$ cat src/rtl/adc_frame_scheduler_if.sv
// Channel-sample inputs and AXI-Stream output of the ADC frame scheduler.
// The master modport is the scheduler side; the slave modport is the environment side.
interface adc_frame_scheduler_if #(
  parameter int unsigned NUM_CH = 8,
  parameter int unsigned DW     = 32
);
  logic [NUM_CH*DW-1:0] ch_data;
  logic [NUM_CH-1:0]    ch_valid;
  logic [NUM_CH-1:0]    ch_ack;
  logic [NUM_CH*DW-1:0] m_axis_tdata;
  logic                 m_axis_tvalid;
  logic                 m_axis_tready;
  logic                 m_axis_tlast;

  modport master (
    input  ch_data, ch_valid, m_axis_tready,
    output ch_ack, m_axis_tdata, m_axis_tvalid, m_axis_tlast
  );

  modport slave (
    output ch_data, ch_valid, m_axis_tready,
    input  ch_ack, m_axis_tdata, m_axis_tvalid, m_axis_tlast
  );
endinterface

$ cat src/rtl/adc_frame_scheduler.sv
// Packs one sample per ADC channel into a beat and emits framed AXI-Stream output.
// A frame is cfg_frame_len beats long. A stop request takes effect at the next frame boundary.
module adc_frame_scheduler #(
  parameter int unsigned NUM_CH = 8,
  parameter int unsigned DW     = 32,
  parameter int unsigned LEN_W  = 16
) (
  input  logic                 clk,
  input  logic                 rst,
  input  logic                 start,
  input  logic                 stop,
  input  logic [LEN_W-1:0]     cfg_frame_len,
  adc_frame_scheduler_if.master bus,
  output logic                 busy,
  output logic                 frame_done,
  output logic [LEN_W-1:0]     stall_cnt
);

  localparam logic [1:0] ST_IDLE  = 2'd0;
  localparam logic [1:0] ST_RUN   = 2'd1;
  localparam logic [1:0] ST_DRAIN = 2'd2;

  logic [1:0]           state_q, state_d;
  logic [LEN_W-1:0]     len_q, len_d;
  logic [LEN_W-1:0]     beat_q, beat_d;
  logic [LEN_W-1:0]     stall_q, stall_d;
  logic                 stop_pend_q, stop_pend_d;
  logic                 ack_guard_q;
  logic                 tvalid_q, tlast_q, frame_done_q;
  logic [NUM_CH*DW-1:0] tdata_q;
  logic [NUM_CH-1:0]    ch_ack_q;

  logic all_valid, slot_free, capture, handshake, last_beat, stall_hit;

  assign all_valid = &bus.ch_valid;
  assign slot_free = !tvalid_q || bus.m_axis_tready;
  assign capture   = (state_q == ST_RUN) && all_valid && slot_free && !ack_guard_q;
  assign handshake = tvalid_q && bus.m_axis_tready;
  assign last_beat = (beat_q == len_q - LEN_W'(1));
  // The guard cycle is not a stall: sources are still withdrawing the consumed sample.
  assign stall_hit = (state_q == ST_RUN) && all_valid && !ack_guard_q && !slot_free;

  always_comb begin
    state_d     = state_q;
    len_d       = len_q;
    beat_d      = beat_q;
    stall_d     = stall_q;
    stop_pend_d = stop_pend_q;
    case (state_q)
      ST_IDLE: begin
        if (start) begin
          len_d       = (cfg_frame_len == '0) ? LEN_W'(1) : cfg_frame_len;
          beat_d      = '0;
          stall_d     = '0;
          // start together with stop yields exactly one frame
          stop_pend_d = stop;
          state_d     = ST_RUN;
        end
      end
      ST_RUN: begin
        if (stop) stop_pend_d = 1'b1;
        if (stall_hit && (stall_q != '1)) stall_d = stall_q + LEN_W'(1);
        if (capture) begin
          beat_d = last_beat ? '0 : beat_q + LEN_W'(1);
          if (last_beat && (stop_pend_q || stop)) begin
            stop_pend_d = 1'b0;
            state_d     = ST_DRAIN;
          end
        end
      end
      ST_DRAIN: begin
        if (handshake && tlast_q) state_d = ST_IDLE;
      end
      default: state_d = ST_IDLE;
    endcase
  end

  always_ff @(posedge clk or posedge rst) begin
    if (rst) begin
      state_q     <= ST_IDLE;
      len_q       <= LEN_W'(1);
      beat_q      <= '0;
      stall_q     <= '0;
      stop_pend_q <= 1'b0;
    end else begin
      state_q     <= state_d;
      len_q       <= len_d;
      beat_q      <= beat_d;
      stall_q     <= stall_d;
      stop_pend_q <= stop_pend_d;
    end
  end

  always_ff @(posedge clk or posedge rst) begin
    if (rst) begin
      tdata_q      <= '0;
      tvalid_q     <= 1'b0;
      tlast_q      <= 1'b0;
      ch_ack_q     <= '0;
      ack_guard_q  <= 1'b0;
      frame_done_q <= 1'b0;
    end else begin
      if (capture) begin
        tdata_q  <= bus.ch_data;
        tvalid_q <= 1'b1;
        tlast_q  <= last_beat;
      end else if (handshake) begin
        tvalid_q <= 1'b0;
        tlast_q  <= 1'b0;
      end
      ch_ack_q     <= {NUM_CH{capture}};
      ack_guard_q  <= capture;
      frame_done_q <= handshake && tlast_q;
    end
  end

  assign bus.m_axis_tdata  = tdata_q;
  assign bus.m_axis_tvalid = tvalid_q;
  assign bus.m_axis_tlast  = tlast_q;
  assign bus.ch_ack        = ch_ack_q;
  assign busy              = (state_q != ST_IDLE);
  assign frame_done        = frame_done_q;
  assign stall_cnt         = stall_q;

endmodule
$ cat src/flat_wrapper.sv
// flat-port wrapper written by rule: the top's interface ports become plain ports
module adc_frame_scheduler_flat 
#(
  parameter int unsigned NUM_CH = 8,
  parameter int unsigned DW     = 32,
  parameter int unsigned LEN_W  = 16
)
  (clk, rst, start, stop, cfg_frame_len, busy, frame_done, stall_cnt, bus_ch_data, bus_ch_valid, bus_m_axis_tready, bus_ch_ack, bus_m_axis_tdata, bus_m_axis_tvalid, bus_m_axis_tlast);
  adc_frame_scheduler_if #(.NUM_CH(NUM_CH), .DW(DW)) bus_i ();
  input  logic clk;
  input  logic rst;
  input  logic start;
  input  logic stop;
  input  logic [LEN_W-1:0] cfg_frame_len;
  output logic busy;
  output logic frame_done;
  output logic [LEN_W-1:0] stall_cnt;
  input wire logic [$bits(bus_i.ch_data)-1:0] bus_ch_data;
  input wire logic [$bits(bus_i.ch_valid)-1:0] bus_ch_valid;
  input wire logic [$bits(bus_i.m_axis_tready)-1:0] bus_m_axis_tready;
  output wire logic [$bits(bus_i.ch_ack)-1:0] bus_ch_ack;
  output wire logic [$bits(bus_i.m_axis_tdata)-1:0] bus_m_axis_tdata;
  output wire logic [$bits(bus_i.m_axis_tvalid)-1:0] bus_m_axis_tvalid;
  output wire logic [$bits(bus_i.m_axis_tlast)-1:0] bus_m_axis_tlast;
  assign bus_i.ch_data = bus_ch_data;
  assign bus_i.ch_valid = bus_ch_valid;
  assign bus_i.m_axis_tready = bus_m_axis_tready;
  assign bus_ch_ack = bus_i.ch_ack;
  assign bus_m_axis_tdata = bus_i.m_axis_tdata;
  assign bus_m_axis_tvalid = bus_i.m_axis_tvalid;
  assign bus_m_axis_tlast = bus_i.m_axis_tlast;
  adc_frame_scheduler #(.NUM_CH(NUM_CH), .DW(DW), .LEN_W(LEN_W)) u_core (.clk(clk), .rst(rst), .start(start), .stop(stop), .cfg_frame_len(cfg_frame_len), .bus(bus_i), .busy(busy), .frame_done(frame_done), .stall_cnt(stall_cnt));
endmodule
$ cat config.mk
export PLATFORM = sky130hd
export DESIGN_NAME = adc_frame_scheduler_flat
export DESIGN_NICKNAME = d
export VERILOG_FILES = /design/src/rtl/adc_frame_scheduler_if.sv /design/src/rtl/adc_frame_scheduler.sv /design/src/flat_wrapper.sv
export SDC_FILE = /design/constraint.sdc
export NUM_CORES = 1
export LEC_CHECK = 0
export CAP_MARGIN = 20
export CORE_AREA = 2 2 222 224
export CTS_CLUSTER_DIAMETER = 100
export DETAILED_ROUTE_END_ITERATION = 6
export DIE_AREA = 0 0 224 226
export PLACE_DENSITY_LB_ADDON = 0.2
export SYNTH_ARGS = -nofsm -noshare
export SYNTH_HDL_FRONTEND = slang
export SYNTH_SLANG_ARGS = --single-unit
$ cat constraint.sdc
create_clock -name clk -period 24.8 [get_ports clk]
set_clock_uncertainty 0.05 [all_clocks]
set_input_delay 4.96 -clock clk [delete_from_list [all_inputs] [get_ports clk]]
set_output_delay 4.96 -clock clk [all_outputs]
set_load 0.05 [all_outputs]
==> run_results.csv <==
group,metric,value,unit
status,status,"finished, final reports clean",
worst_setup_path,arrival,8.60,ns
drt,drtIter0Drc,720,
layout,area_delta_synth_final,59.7,%
floorplan,boundaryPins,569,
grt,grt_max_degree,116,
logic_synthesis,yosysSeqAreaShare,61.1,%
placement,placed_cells,2561,
grt,grt_pass1_vias,11437,
run,drv_cap,0,
grt,overflow,0,
logic_synthesis,synth_edf_count,0,
floorplan,dieArea,50600,µm²
drt,wl_per_cell,17.2,µm
floorplan,die_w,224,µm
sta,final-hold-violation-count,0,
layout,layout.nets,2270,
logic_synthesis,synth-async-reset-ratio,100,%
sta,final_max_slew_viol_count,0,
sta,fin_tns_setup,0,ns
grt,groute.usage.overall,17.5,%
grt,grt_pass1_wl,68200,µm
sta,final-setup-viol-count,0,
pwr,p_per_area,57.4,nW/µm²
floorplan,start_util,26.4,%
drt,postRouteAntennaNets,0,
clock_network,cts_tree,"done",
logic_synthesis,yosys_warnings,0,
layout,layout-drive-gt1-share,4.28,%
grt,grt_antenna_before_repair,6,
logic_synthesis,ys_seq_elements,311,
sta,final.period_utilization,32.9,%
pwr,p_total,0.00117,W
clock_network,root_buffer,"clkbuf_16",
logic_synthesis,synthFlopType,"dfrtp_1",
clock_network,clk_pin_slew,0.06,ns
clock_network,cts_hold_buf,0,
logic_synthesis,synthTopCellsByArea,"dfrtp_1 (61%), nand2_1 (24%), clkbuf_1 (1.9%), xnor2_1 (1.4%), xor2_1 (1.3%)",
worst_setup_path,endpoint_kind,"flip-flop",
clock_network,clockBufferDepth,3,
logic_synthesis,synth.avg_cell_area,8.82,µm²
floorplan,core,48300,µm²
clock_network,clock_latency,0.55,ns
clock_network,cts_buffers,39,
sta,worst_slew_pin_slew,1.06,ns
layout,layout.cells.non_filler,2636,
drt,drt_first_pass_iters,5,
clock_network,cts_resized,0,
placement,place.gp.congestion,0.799,
sta,max_freq,122,MHz
worst_setup_path,cp.required,25.23,ns
logic_synthesis,synth_top_area_cell,"dfrtp_1",
placement,dp_hpwl,32400,µm
drt,vias,11430,
floorplan,row_count,81,
logic_synthesis,synth_top_area_share,60.9,%
drt,drc,0,
logic_synthesis,synth.most_common_cell,"nand2_1",
clock_network,clock-sinks,311,
drt,routed_wl,45400,µm
logic_synthesis,yosysUniqueCellTypes,58,
clock_network,postCtsSetupBuffers,0,
placement,portBuffers,568,
worst_setup_path,critPathKind,"in2reg",
sta,slew_headroom,29.3,%
pwr,irDropWorstVdd,0.0410,mV
logic_synthesis,netlist_instances,1444,
drt,vias_per_cell,4.34,
floorplan,dieHeight,226,µm
logic_synthesis,yosys-top-cells-count,"nand2_1 (826), dfrtp_1 (310), clkbuf_1 (66), nor2_1 (36), xnor2_1 (21)",
logic_synthesis,syn-cell-area,12700,µm²
sta,rsz0062_at_grt,"false",
worst_setup_path,worstSetupStartpointType,"primary input",
worst_hold_path,hold_path_class,"reg2reg",
worst_setup_path,critPathMaxFanout,86,
logic_synthesis,synth_fp_nets,1732,
pwr,leakage,9.99,nW
clock_network,h-tree-depth,2,
sta,min_period,8.17,ns
-- report_power, final --
group	internal, W	switching [W]
sequential	0.000508	0
clock	0.000374	0.000229
combinational	0.0000401	0.0000173
total	0.000921	0.000246
-- layout make-up --
cell class,instances,area [µm²]
fill,4796,28000
sequential,311,7780
timing repair buffer,579,5810
multi-input combinational,1039,4560
clock buffer,50,1090
tap,622,778
clock inverter,19,272
inverter,12,52.6
antenna,4,10.0
-- worst paths after layout --
path / startpoint / end / slack, ns / depth (start not counted)
min in group asynchronous: rst / u_core.bus.m_axis_tdata[205] / 4.93 / 2
max in group asynchronous: rst / u_core.len_q[0] / 17.74 / 5
max reg2reg: u_core.ack_guard_q / u_core.bus.m_axis_tdata[91] / 20.96 / 8
min reg2reg: u_core.bus.m_axis_tdata[222] / u_core.bus.m_axis_tdata[222] / 0.41 / 2
min: u_core.bus.m_axis_tdata[222] / u_core.bus.m_axis_tdata[222] / 0.41 / 2
max: bus_m_axis_tready / u_core.bus.m_axis_tdata[91] / 16.63 / 9
-- per-stage QoR --
stage	hold WS (ns)	area (µm²)	util (%)	setup WS [ns]
finish	0.410	20300	42.1	16.63
global placement	0.399	18900	39.1	15.70
detailed placement	0.405	18900	39.1	15.68
CTS	0.416	20300	42.0	16.27
floorplan	0.417	12700	-	11.19
global route	0.426	20300	42.1	16.29
-- state kept, by name, summed over array words and instances, names as in the netlist --
signal                    count
u_core.bus.m_axis_tvalid      1
u_core.ack_guard_q            1
u_core.stall_cnt             16
u_core.bus.m_axis_tdata     256
u_core.len_q                 16
u_core.frame_done             1
u_core.state_q                2
u_core.stop_pend_q            1
u_core.bus.m_axis_tlast       1
u_core.beat_q                16
-- cells by family after synthesis --
kind of cell	count (synthesis)	share of synthesized area [%]
simple gates	944	29.5
flops	311	61.1
buf+inv	94	3.20
compound gates	45	2.58
xor+xnor	40	2.75
mux	7	0.560
fa+ha+maj	3	0.295
-- worst max-delay path, cell delays in order --
cell and delay (ns):
clkdlybuf4s50_1 0.50, nor2b_1 0.14, nor4_2 0.42, buf_4 0.71, buf_4 0.35, buf_16 0.34
buf_4 0.77, nand2_1 0.13, nand2_1 0.10
-- placed cells by master, fill, tap and decap left out, types with 3 or more instances in the layout --
cell type | synthesis | routed
nor2b_1 | 3 | 3
clkbuf_8 | 0 | 5
and3_1 | 6 | 6
and4_1 | 3 | 3
mux2i_1 | 6 | 6
nand4_1 | 7 | 7
nor4_1 | 11 | 10
nor3_1 | 18 | 18
o21ai_0 | 9 | 9
nand2_1 | 826 | 826
inv_1 | 12 | 11
clkbuf_16 | 0 | 40
nor2_1 | 36 | 36
a211oi_1 | 3 | 3
bufinv_16 | 0 | 6
buf_4 | 8 | 9
ha_1 | 3 | 3
nand3_1 | 12 | 12
dfrtp_1 | 310 | 310
clkbuf_1 | 66 | 5
a21oi_1 | 5 | 5
or3_1 | 5 | 5
xor2_1 | 19 | 19
clkinv_2 | 0 | 8
xnor2_1 | 21 | 21
diode_2 | 0 | 4
a31oi_1 | 3 | 3
clkdlybuf4s50_1 | 0 | 568
-- routing by layer --
metal  share of wire, %  vias to the layer above  global-route usage (%)
met1                 40                     5401                    20.4
met4                2.3                        6                    6.17
li1                   -                     5585                       -
met2                 49                      361                    29.4
met3                8.6                       77                    6.54
met5              0.090                        -                       0
(Power assumes the default switching activity.)
